**config.mk**
```make
export PLATFORM = sky130hd
export DESIGN_NAME = fm_mod_sequencer
export DESIGN_NICKNAME = d
export VERILOG_FILES = /design/src/rtl/fm_mod_sequencer.sv
export SDC_FILE = /design/constraint.sdc
export NUM_CORES = 1
export LEC_CHECK = 0
export CORE_ASPECT_RATIO = 2
export CORE_MARGIN = 10
export CORE_UTILIZATION = 35
export DETAILED_ROUTE_END_ITERATION = 8
export GPL_TIMING_DRIVEN = 0
export PLACE_DENSITY = 0.49
export SLEW_MARGIN = 15
export SYNTH_ARGS = -nofsm -noshare
export SYNTH_HDL_FRONTEND = slang
export SYNTH_SLANG_ARGS = --single-unit
```
**constraint.sdc**
```tcl
create_clock -name clock -period 16.7 [get_ports clock]
set_input_delay 3.34 -clock clock [delete_from_list [all_inputs] [get_ports clock]]
set_output_delay 3.34 -clock clock [all_outputs]
set_load 0.005 [all_outputs]
```
**src/rtl/fm_mod_sequencer.sv**
```systemverilog
// FM modulation sequencer: buffers signed audio samples, generates the DDS
// enable strobe from a programmable divider and computes one phase increment
// per sample, held for a programmable number of enable ticks.
module fm_mod_sequencer #(
  parameter int unsigned NBITS_SAMPLE = 16,
  parameter int unsigned DIV_WIDTH    = 16,
  parameter int unsigned HOLD_WIDTH   = 16,
  parameter int unsigned FIFO_DEPTH   = 4   // power of 2, at least 2
) (
  input  logic                           clock,
  input  logic                           reset,
  input  logic                           start,
  input  logic                           stop,
  input  logic [31:0]                    center_inc,
  input  logic signed [NBITS_SAMPLE-1:0] kdev,
  input  logic [4:0]                     dev_shift,
  input  logic [DIV_WIDTH-1:0]           clkdiv,
  input  logic [HOLD_WIDTH-1:0]          hold_ticks,
  input  logic                           s_valid,
  input  logic signed [NBITS_SAMPLE-1:0] s_data,
  output logic                           s_ready,
  output logic                           enableclk,
  output logic [31:0]                    phaseinc,
  output logic                           running,
  output logic                           underflow,
  output logic [$clog2(FIFO_DEPTH):0]    fifo_level
);

  localparam int unsigned AW = $clog2(FIFO_DEPTH);
  localparam int unsigned LW = AW + 1;
  localparam int unsigned PW = 2 * NBITS_SAMPLE;

  typedef enum logic [1:0] {StIdle, StPrime, StRun} state_e;

  state_e                   state_q, state_d;
  logic [31:0]              center_q, center_d;
  logic [NBITS_SAMPLE-1:0]  kdev_q, kdev_d;
  logic [4:0]               shift_q, shift_d;
  logic [DIV_WIDTH-1:0]     clkdiv_q, clkdiv_d, divcnt_q, divcnt_d;
  logic [HOLD_WIDTH-1:0]    hold_q, hold_d, holdcnt_q, holdcnt_d;
  logic [31:0]              phaseinc_q, phaseinc_d;
  logic                     running_q, running_d;
  logic                     underflow_q, underflow_d;
  logic [AW-1:0]            wr_ptr_q, wr_ptr_d, rd_ptr_q, rd_ptr_d;
  logic [LW-1:0]            cnt_q, cnt_d;
  logic [NBITS_SAMPLE-1:0]  mem_q [FIFO_DEPTH];

  logic                     full, empty, push, pop, flush, tick;
  logic [NBITS_SAMPLE-1:0]  head;
  logic signed [PW-1:0]     prod, prod_sh;
  logic [31:0]              dev_ext, calc_inc;

  assign full    = (cnt_q == LW'(FIFO_DEPTH));
  assign empty   = (cnt_q == '0);
  // Readiness is judged on the registered level, so a pop never frees a slot
  // for a push in the same cycle.
  assign s_ready = !full && !reset;
  assign push    = s_valid && s_ready;
  assign head    = mem_q[rd_ptr_q];

  assign tick      = (state_q == StRun) && (divcnt_q == clkdiv_q);
  assign enableclk = tick && !reset;

  assign prod    = $signed({{NBITS_SAMPLE{head[NBITS_SAMPLE-1]}}, head}) *
                   $signed({{NBITS_SAMPLE{kdev_q[NBITS_SAMPLE-1]}}, kdev_q});
  assign prod_sh = prod >>> shift_q;

  if (PW >= 32) begin : g_trunc
    assign dev_ext = prod_sh[31:0];
  end else begin : g_sext
    assign dev_ext = {{(32-PW){prod_sh[PW-1]}}, prod_sh};
  end

  assign calc_inc = center_q + dev_ext;

  assign phaseinc   = phaseinc_q;
  assign running    = running_q;
  assign underflow  = underflow_q;
  assign fifo_level = cnt_q;

  // Next-state logic: FSM, divider/hold counters, phase increment and FIFO pointers.
  always_comb begin
    state_d     = state_q;
    center_d    = center_q;
    kdev_d      = kdev_q;
    shift_d     = shift_q;
    clkdiv_d    = clkdiv_q;
    hold_d      = hold_q;
    divcnt_d    = divcnt_q;
    holdcnt_d   = holdcnt_q;
    phaseinc_d  = phaseinc_q;
    underflow_d = underflow_q;
    pop         = 1'b0;
    flush       = 1'b0;

    if (stop) begin
      state_d = StIdle;
      flush   = 1'b1;
    end else begin
      unique case (state_q)
        StIdle: begin
          if (start) begin
            center_d    = center_inc;
            kdev_d      = kdev;
            shift_d     = dev_shift;
            clkdiv_d    = clkdiv;
            hold_d      = hold_ticks;
            underflow_d = 1'b0;
            flush       = 1'b1;
            state_d     = StPrime;
          end
        end
        StPrime: begin
          if (!empty) begin
            pop        = 1'b1;
            phaseinc_d = calc_inc;
            divcnt_d   = '0;
            holdcnt_d  = '0;
            state_d    = StRun;
          end
        end
        StRun: begin
          divcnt_d = tick ? '0 : divcnt_q + DIV_WIDTH'(1);
          if (tick) begin
            if (holdcnt_q == hold_q) begin
              // Hold boundary: next sample, or fall back to the carrier.
              holdcnt_d = '0;
              if (!empty) begin
                pop        = 1'b1;
                phaseinc_d = calc_inc;
              end else begin
                phaseinc_d  = center_q;
                underflow_d = 1'b1;
              end
            end else begin
              holdcnt_d = holdcnt_q + HOLD_WIDTH'(1);
            end
          end
        end
        default: state_d = StIdle;
      endcase
    end

    running_d = (state_d == StRun);

    if (flush) begin
      cnt_d    = '0;
      wr_ptr_d = '0;
      rd_ptr_d = '0;
    end else begin
      cnt_d    = cnt_q + LW'(push) - LW'(pop);
      wr_ptr_d = wr_ptr_q + AW'(push);
      rd_ptr_d = rd_ptr_q + AW'(pop);
    end
  end

  // State and output registers with synchronous reset.
  always_ff @(posedge clock) begin
    if (reset) begin
      state_q     <= StIdle;
      center_q    <= '0;
      kdev_q      <= '0;
      shift_q     <= '0;
      clkdiv_q    <= '0;
      hold_q      <= '0;
      divcnt_q    <= '0;
      holdcnt_q   <= '0;
      phaseinc_q  <= '0;
      running_q   <= 1'b0;
      underflow_q <= 1'b0;
      wr_ptr_q    <= '0;
      rd_ptr_q    <= '0;
      cnt_q       <= '0;
    end else begin
      state_q     <= state_d;
      center_q    <= center_d;
      kdev_q      <= kdev_d;
      shift_q     <= shift_d;
      clkdiv_q    <= clkdiv_d;
      hold_q      <= hold_d;
      divcnt_q    <= divcnt_d;
      holdcnt_q   <= holdcnt_d;
      phaseinc_q  <= phaseinc_d;
      running_q   <= running_d;
      underflow_q <= underflow_d;
      wr_ptr_q    <= wr_ptr_d;
      rd_ptr_q    <= rd_ptr_d;
      cnt_q       <= cnt_d;
    end
  end

  // Sample storage; a flush discards any same-cycle push.
  always_ff @(posedge clock) begin
    if (push && !flush) begin
      mem_q[wr_ptr_q] <= s_data;
    end
  end

endmodule

```
==> impl_metrics.yaml, run 1 <==
grt:
  grt_pass1_wl_um: 119000
  grt.overflow.total: 0
  gr-usage-all-layers_pct: 20.7
  antenna_found_initial: 1
  grt_pass1_vias: 20400
  grt_max_degree: 16
logic_synthesis:
  async_flop_share_pct: 0
  synthFlopType: "dfxtp_1"
  synth-adder-area-share_pct: 30.3
  synth_xor_area_share_pct: 4.77
  yosys_warnings: 0
  synth_area_um2: 22600
  synth_compound_area_share_pct: 11.3
  synth-simple-area-share_pct: 17.4
  synth.distinct_cells: 94
  synth_mux_area_share_pct: 5.81
  synth.avg_cell_area_um2: 9.02
  seq_area_frac_synth_pct: 22.7
  synth_seq_cells: 224
  synth_top_family_by_area: "adder cells"
  synth_nets: 2996
  synth_edf_count: 64
  syn_inst: 2502
setup_path:
  slowest_stage: "a2111oi_0"
  crit_top_cell: "fa_1"
  worstRegToRegCells: 38
  cpPeakStageDelay_ns: 1.09
  path_max_fanout: 10
  arrival_ns: 14.73
  startpoint_type: "register"
  crit_path_end_kind: "register"
  worstSetupPathType: "register to register"
  required_ns: 17.18
clock_network:
  clk_pin_slew_ns: 0.06
  cts_resized: 0
  clock-sinks: 224
  clk_path_buf_depth: 3
  clk_latency_ns: 0.58
  numCtsBuffers: 23
  cts_setup_buffers: 0
  cts_root_buf: "clkbuf_16"
  cts_tree: "done"
  postCtsHoldBufs: 0
  htreeDepth: 1
power_and_ir_drop:
  leakage_nw: 11.3
  ir_drop_mv: 0.0765
  clkPwrFrac_pct: 23.2
  p_total_mw: 2.43
  p_int_mw: 1.40
  swShare_pct: 42.3
  p_per_area_nw_per_um2: 94.1
  power.switching_mw: 1.03
  combPwrFrac_pct: 52.6
  seqPwrFrac_pct: 24.2
sta:
  slew_headroom_pct: 13.2
  rsz0062_at_grt: "no"
  setup_slack_ns: 2.45
  fin_tns_setup_ns: 0
  tightest_slew_ns: 1.27
  finalSetupViolations: 0
  fin_crit_ns: 14.25
  fin_crit_sh_pct: 85.3
  whs_ns: 0.469
  hold_violations: 0
  skew_ns: 0.0218
  max_freq_ghz: 0.0702
  drv_slew: 0
drt:
  drtPass1Iterations: 5
  avgViaCountPerCell: 5.21
  drcViolationCount: 0
  ant_nets: 0
  vias: 18200
  wl_per_cell_um: 21.9
  wl_um: 76300
  drt_iter0_markers: 875
placement:
  io_buffer_count: 143
  pre_cts_slack_ns: 2.51
  placed_cell_area_um2: 25100
  place_hpwl_um: 64800
  dp.cells: 3449
  place.gp.congestion: 0.969
worst_hold_path:
  hold_depth: 2
  hp-class: "register to register"
finish:
  layout_commonest_cell: "nand2_1"
  drive_gt1_share_pct: 5.24
  final_cell_mix: "nand2_1, inv_1, fa_1"
  fin_util_pct: 40.6
  area_growth_pct: 14.6
  design_area_um2: 25900
  nets: 3170
  fin_cells: 3491
floorplan:
  die-area_um2: 75600
  die_h_um: 379
  floorplan.initialDensity_pct: 35.4
  io_pins: 145
  core-area_um2: 63800
  row_count: 131
  dieWidth_um: 200
outcome:
  status: "finished clean"
flow_run:
  cap_violations: 0
worst max-delay path: cells and delay by family (launching register included):
kind,cells,cell delay [ns]
buffers and inverters,6,1.81
adder cells (fa/ha/maj),9,4.79
flip-flops,1,0.33
AND/OR/NAND/NOR,5,0.87
multiplexers,3,1.60
AO/OA/AOI/OAI,15,4.72
cell families after synthesis:
logic type      Yosys count
mux                      89
xor+xnor                122
buf+inv                 443
flops                   224
fa+ha+maj               388
simple gates            851
compound gates          385
metal layers:
layer / up-vias / global-route usage, % / routed length (µm)
met5: - / 0 / 0
li1: 8565 / - / -
met4: 0 / 11.9 / 4930
met3: 181 / 2.53 / 2660
met1: 9035 / 19.5 / 25600
met2: 422 / 41.1 / 43100
final cells by class:
class	instances	area, µm²
Antenna cell	1	2.50
Buffer	133	567
Clock buffer	27	591
Clock inverter	14	199
Fill cell	6387	37900
Inverter	310	1160
Multi-Input combinational cell	1835	15700
Sequential cell	224	5120
Tap cell	798	998
Timing Repair Buffer	149	1490
worst paths after layout:
check | startpoint | slack, ns | end
hold reg to reg | clkdiv_q[10] | 0.47 | clkdiv_q[10]
setup reg to reg | rd_ptr_q[0] | 2.45 | phaseinc[30]
hold / removal | clkdiv_q[10] | 0.47 | clkdiv_q[10]
setup / recovery | rd_ptr_q[0] | 2.45 | phaseinc[30]
Yosys cell counts, types with 56 or more instances:
| cell | number | share of area, % |
|---|---|---|
| dfxtp_1 | 160 | 14 |
| nor2_1 | 144 | 2.4 |
| inv_1 | 308 | 5.1 |
| a21oi_1 | 154 | 3.4 |
| and2_1 | 131 | 3.6 |
| clkbuf_1 | 110 | 1.8 |
| xor2_1 | 56 | 2.2 |
| ha_1 | 124 | 6.9 |
| edfxtp_1 | 64 | 8.5 |
| xnor2_1 | 65 | 2.5 |
| nand2_1 | 419 | 7.0 |
| fa_1 | 264 | 23 |
power by group through the flow:
stage | combinational (mW) | sequential [mW] | clock (mW)
floorplan | 0.883 | 0.594 | 0
global placement | 1.26 | 0.601 | 0
detailed placement | 1.26 | 0.601 | 0
CTS | 1.28 | 0.589 | 0.582
global route | 1.41 | 0.590 | 0.600
finish | 1.28 | 0.589 | 0.564
state kept, by name, indices dropped and copies added (netlist names), 3 cells and up:
signal and flops:
clkdiv_q 16, center_q 32, phaseinc 32, hold_q 16
mem_q 64, divcnt_q 16, holdcnt_q 16, kdev_q 16
shift_q 5, fifo_level 3
(Power assumes the default switching activity.)
==> run 2, diff against run 1 <==
HOLD_SLACK_MARGIN = 0.12   (was unset)
clock period = 13.22 ns   (was 16.7 ns; I/O delays follow)
==> run 2 against run 1 <==
  * First-iteration DRC count decreased by 2.6%
  * Total power grew 26%
  * Global-route usage barely moved
  * Flip-flop and latch count unchanged
  * Non-clock buffer count is 2 lower
  * Final cell count barely moved
  * Via count up 0.68%
  * Utilization hardly changed
==> impl_metrics.yaml, run 2 (synthesis gave the netlist of run 1 again) <==
outcome:
  status: "finished clean"
finish:
  fin_cells: 3489
  design_area_um2: 25900
  largest_reg_flops: 64
  drive_gt1_share_pct: 5.39
  fin_util_pct: 40.6
  regMostFlops: "mem_q"
  nets: 3168
  layout_commonest_cell: "nand2_1"
  area_growth_pct: 14.6
  final_cell_mix: "nand2_1, inv_1, fa_1"
sta:
  max_freq_ghz: 0.0788
  fin_crit_sh_pct: 96.0
  whs_ns: 0.469
  skew_ns: 0.0221
  slew_headroom_pct: 34.5
  tightest_slew_ns: 0.975
  setup_slack_ns: 0.527
  rsz0062_at_grt: "no"
  fin_tns_setup_ns: 0
  hold_violations: 0
  finalSetupViolations: 0
  drv_slew: 0
  fin_crit_ns: 12.69
grt:
  grt_pass1_vias: 20400
  grtUsageMet3_pct: 2.53
  gr-usage-all-layers_pct: 20.7
  grt-busiest-layer: "met2"
  gr-usage-met1_pct: 19.5
  grt_pass1_wl_um: 119000
  grt.overflow.total: 0
  grt_max_degree: 16
  grtUsageMet2_pct: 41.2
  antenna_found_initial: 1
floorplan:
  floorplan.initialDensity_pct: 35.4
  die_h_um: 379
  die-area_um2: 75600
  core-area_um2: 63800
  row_count: 131
  io_pins: 145
  dieWidth_um: 200
flow_run:
  cap_violations: 0
placement:
  place.gp.congestion: 0.969
  dp.cells: 3449
  pre_cts_slack_ns: -0.972
  io_buffer_count: 143
  placed_cell_area_um2: 25100
  place_hpwl_um: 64800
drt:
  drcViolationCount: 0
  avgViaCountPerCell: 5.25
  drtPass1Iterations: 5
  wl_per_cell_um: 21.8
  wl_um: 76100
  ant_nets: 0
  drt_iter0_markers: 852
  vias: 18300
setup_path:
  cpPeakStageDelay_ns: 0.66
  required_ns: 13.70
  worstSetupPathType: "register to register"
  crit_top_cell: "fa_1"
  path_max_fanout: 10
  crit_path_end_kind: "register"
  slowest_stage: "clkbuf_1"
  startpoint_type: "register"
  arrival_ns: 13.18
worst_hold_path:
  hp-class: "register to register"
clock_network:
  cts_root_buf: "clkbuf_16"
  postCtsHoldBufs: 0
  cts_setup_buffers: 0
  clk_latency_ns: 0.58
  numCtsBuffers: 23
  clock-sinks: 224
  cts_tree: "done"
  clk_pin_slew_ns: 0.06
  clk_path_buf_depth: 3
  htreeDepth: 1
power_and_ir_drop:
  p_total_mw: 3.08
  leakage_nw: 11.3
  p_per_area_nw_per_um2: 119
  ir_drop_mv: 0.0972
## run 2: cell count changes in the layout (fill, tap and decap cells not counted)
cell	previous run	this run
clkbuf_2	1	3
fa_2	0	1
fa_1	264	263
a2111oi_0	1	0
buf_1	7	6
clkbuf_1	113	110
a2111oi_2	0	1
## run 2: critical path: cells and delay by family, from the launching register on
kind | cells | cell delay, ns
multiplexers | 3 | 1.31
flip-flops | 1 | 0.31
AND/OR/NAND/NOR | 3 | 0.48
buffers and inverters | 6 | 1.68
adder cells (fa/ha/maj) | 9 | 4.11
AO/OA/AOI/OAI | 18 | 4.71
## run 2: cell type report
| type | count | area [µm²] |
|---|---|---|
| Timing Repair Buffer | 149 | 1490 |
| Sequential cell | 224 | 5120 |
| Inverter | 310 | 1160 |
| Clock buffer | 27 | 591 |
| Tap cell | 798 | 998 |
| Fill cell | 6384 | 37900 |
| Multi-Input combinational cell | 1835 | 15700 |
| Buffer | 131 | 562 |
| Clock inverter | 14 | 199 |
| Antenna cell | 1 | 2.50 |
## run 2: power by group
group | switching [mW] | internal [mW] | leakage [nW]
logic | 0.973 | 0.647 | 9.06
clock network | 0.309 | 0.403 | 0.380
registers | 0.0199 | 0.724 | 1.88
total | 1.30 | 1.77 | 11.3
## run 2: final timing paths
kind	cells after the start	to	slack (ns)	from
worst max-delay path	39	phaseinc[30]	0.53	rd_ptr_q[1]
worst min-delay path	2	clkdiv_q[10]	0.47	clkdiv_q[10]
worst max register to register	39	phaseinc[30]	0.53	rd_ptr_q[1]
worst min register to register	2	clkdiv_q[10]	0.47	clkdiv_q[10]
## run 2: routing by layer
layer	wire [µm]	share of wire (%)
met1	25400	33
met3	2710	3.6
met4	4820	6.3
met2	43200	57
met5	0	0
## run 2: timing repair
item,4_1_cts,5_1_grt
gates cloned,0,0
resized for setup,7,0
setup endpoints to repair,12,5
==> run 3, diff against run 2 <==
--- a/config.mk
+++ b/config.mk
@@ -9,4 +9,5 @@
 export CORE_MARGIN = 10
 export CORE_UTILIZATION = 35
+export CTS_CLUSTER_DIAMETER = 200
 export DETAILED_ROUTE_END_ITERATION = 8
 export GPL_TIMING_DRIVEN = 0
==> constraint.sdc (replaced) <==
create_clock -name clock -period 13.22 [get_ports clock]
set_input_delay 3.305 -clock clock [delete_from_list [all_inputs] [get_ports clock]]
set_output_delay 3.305 -clock clock [all_outputs]
set_load 0.1 [all_outputs]
==> results of run 3 <==
The final DEF is identical to that of run 2. Status: finished clean.
Among the figures that moved: total power 3.08 mW -> 3.11 mW
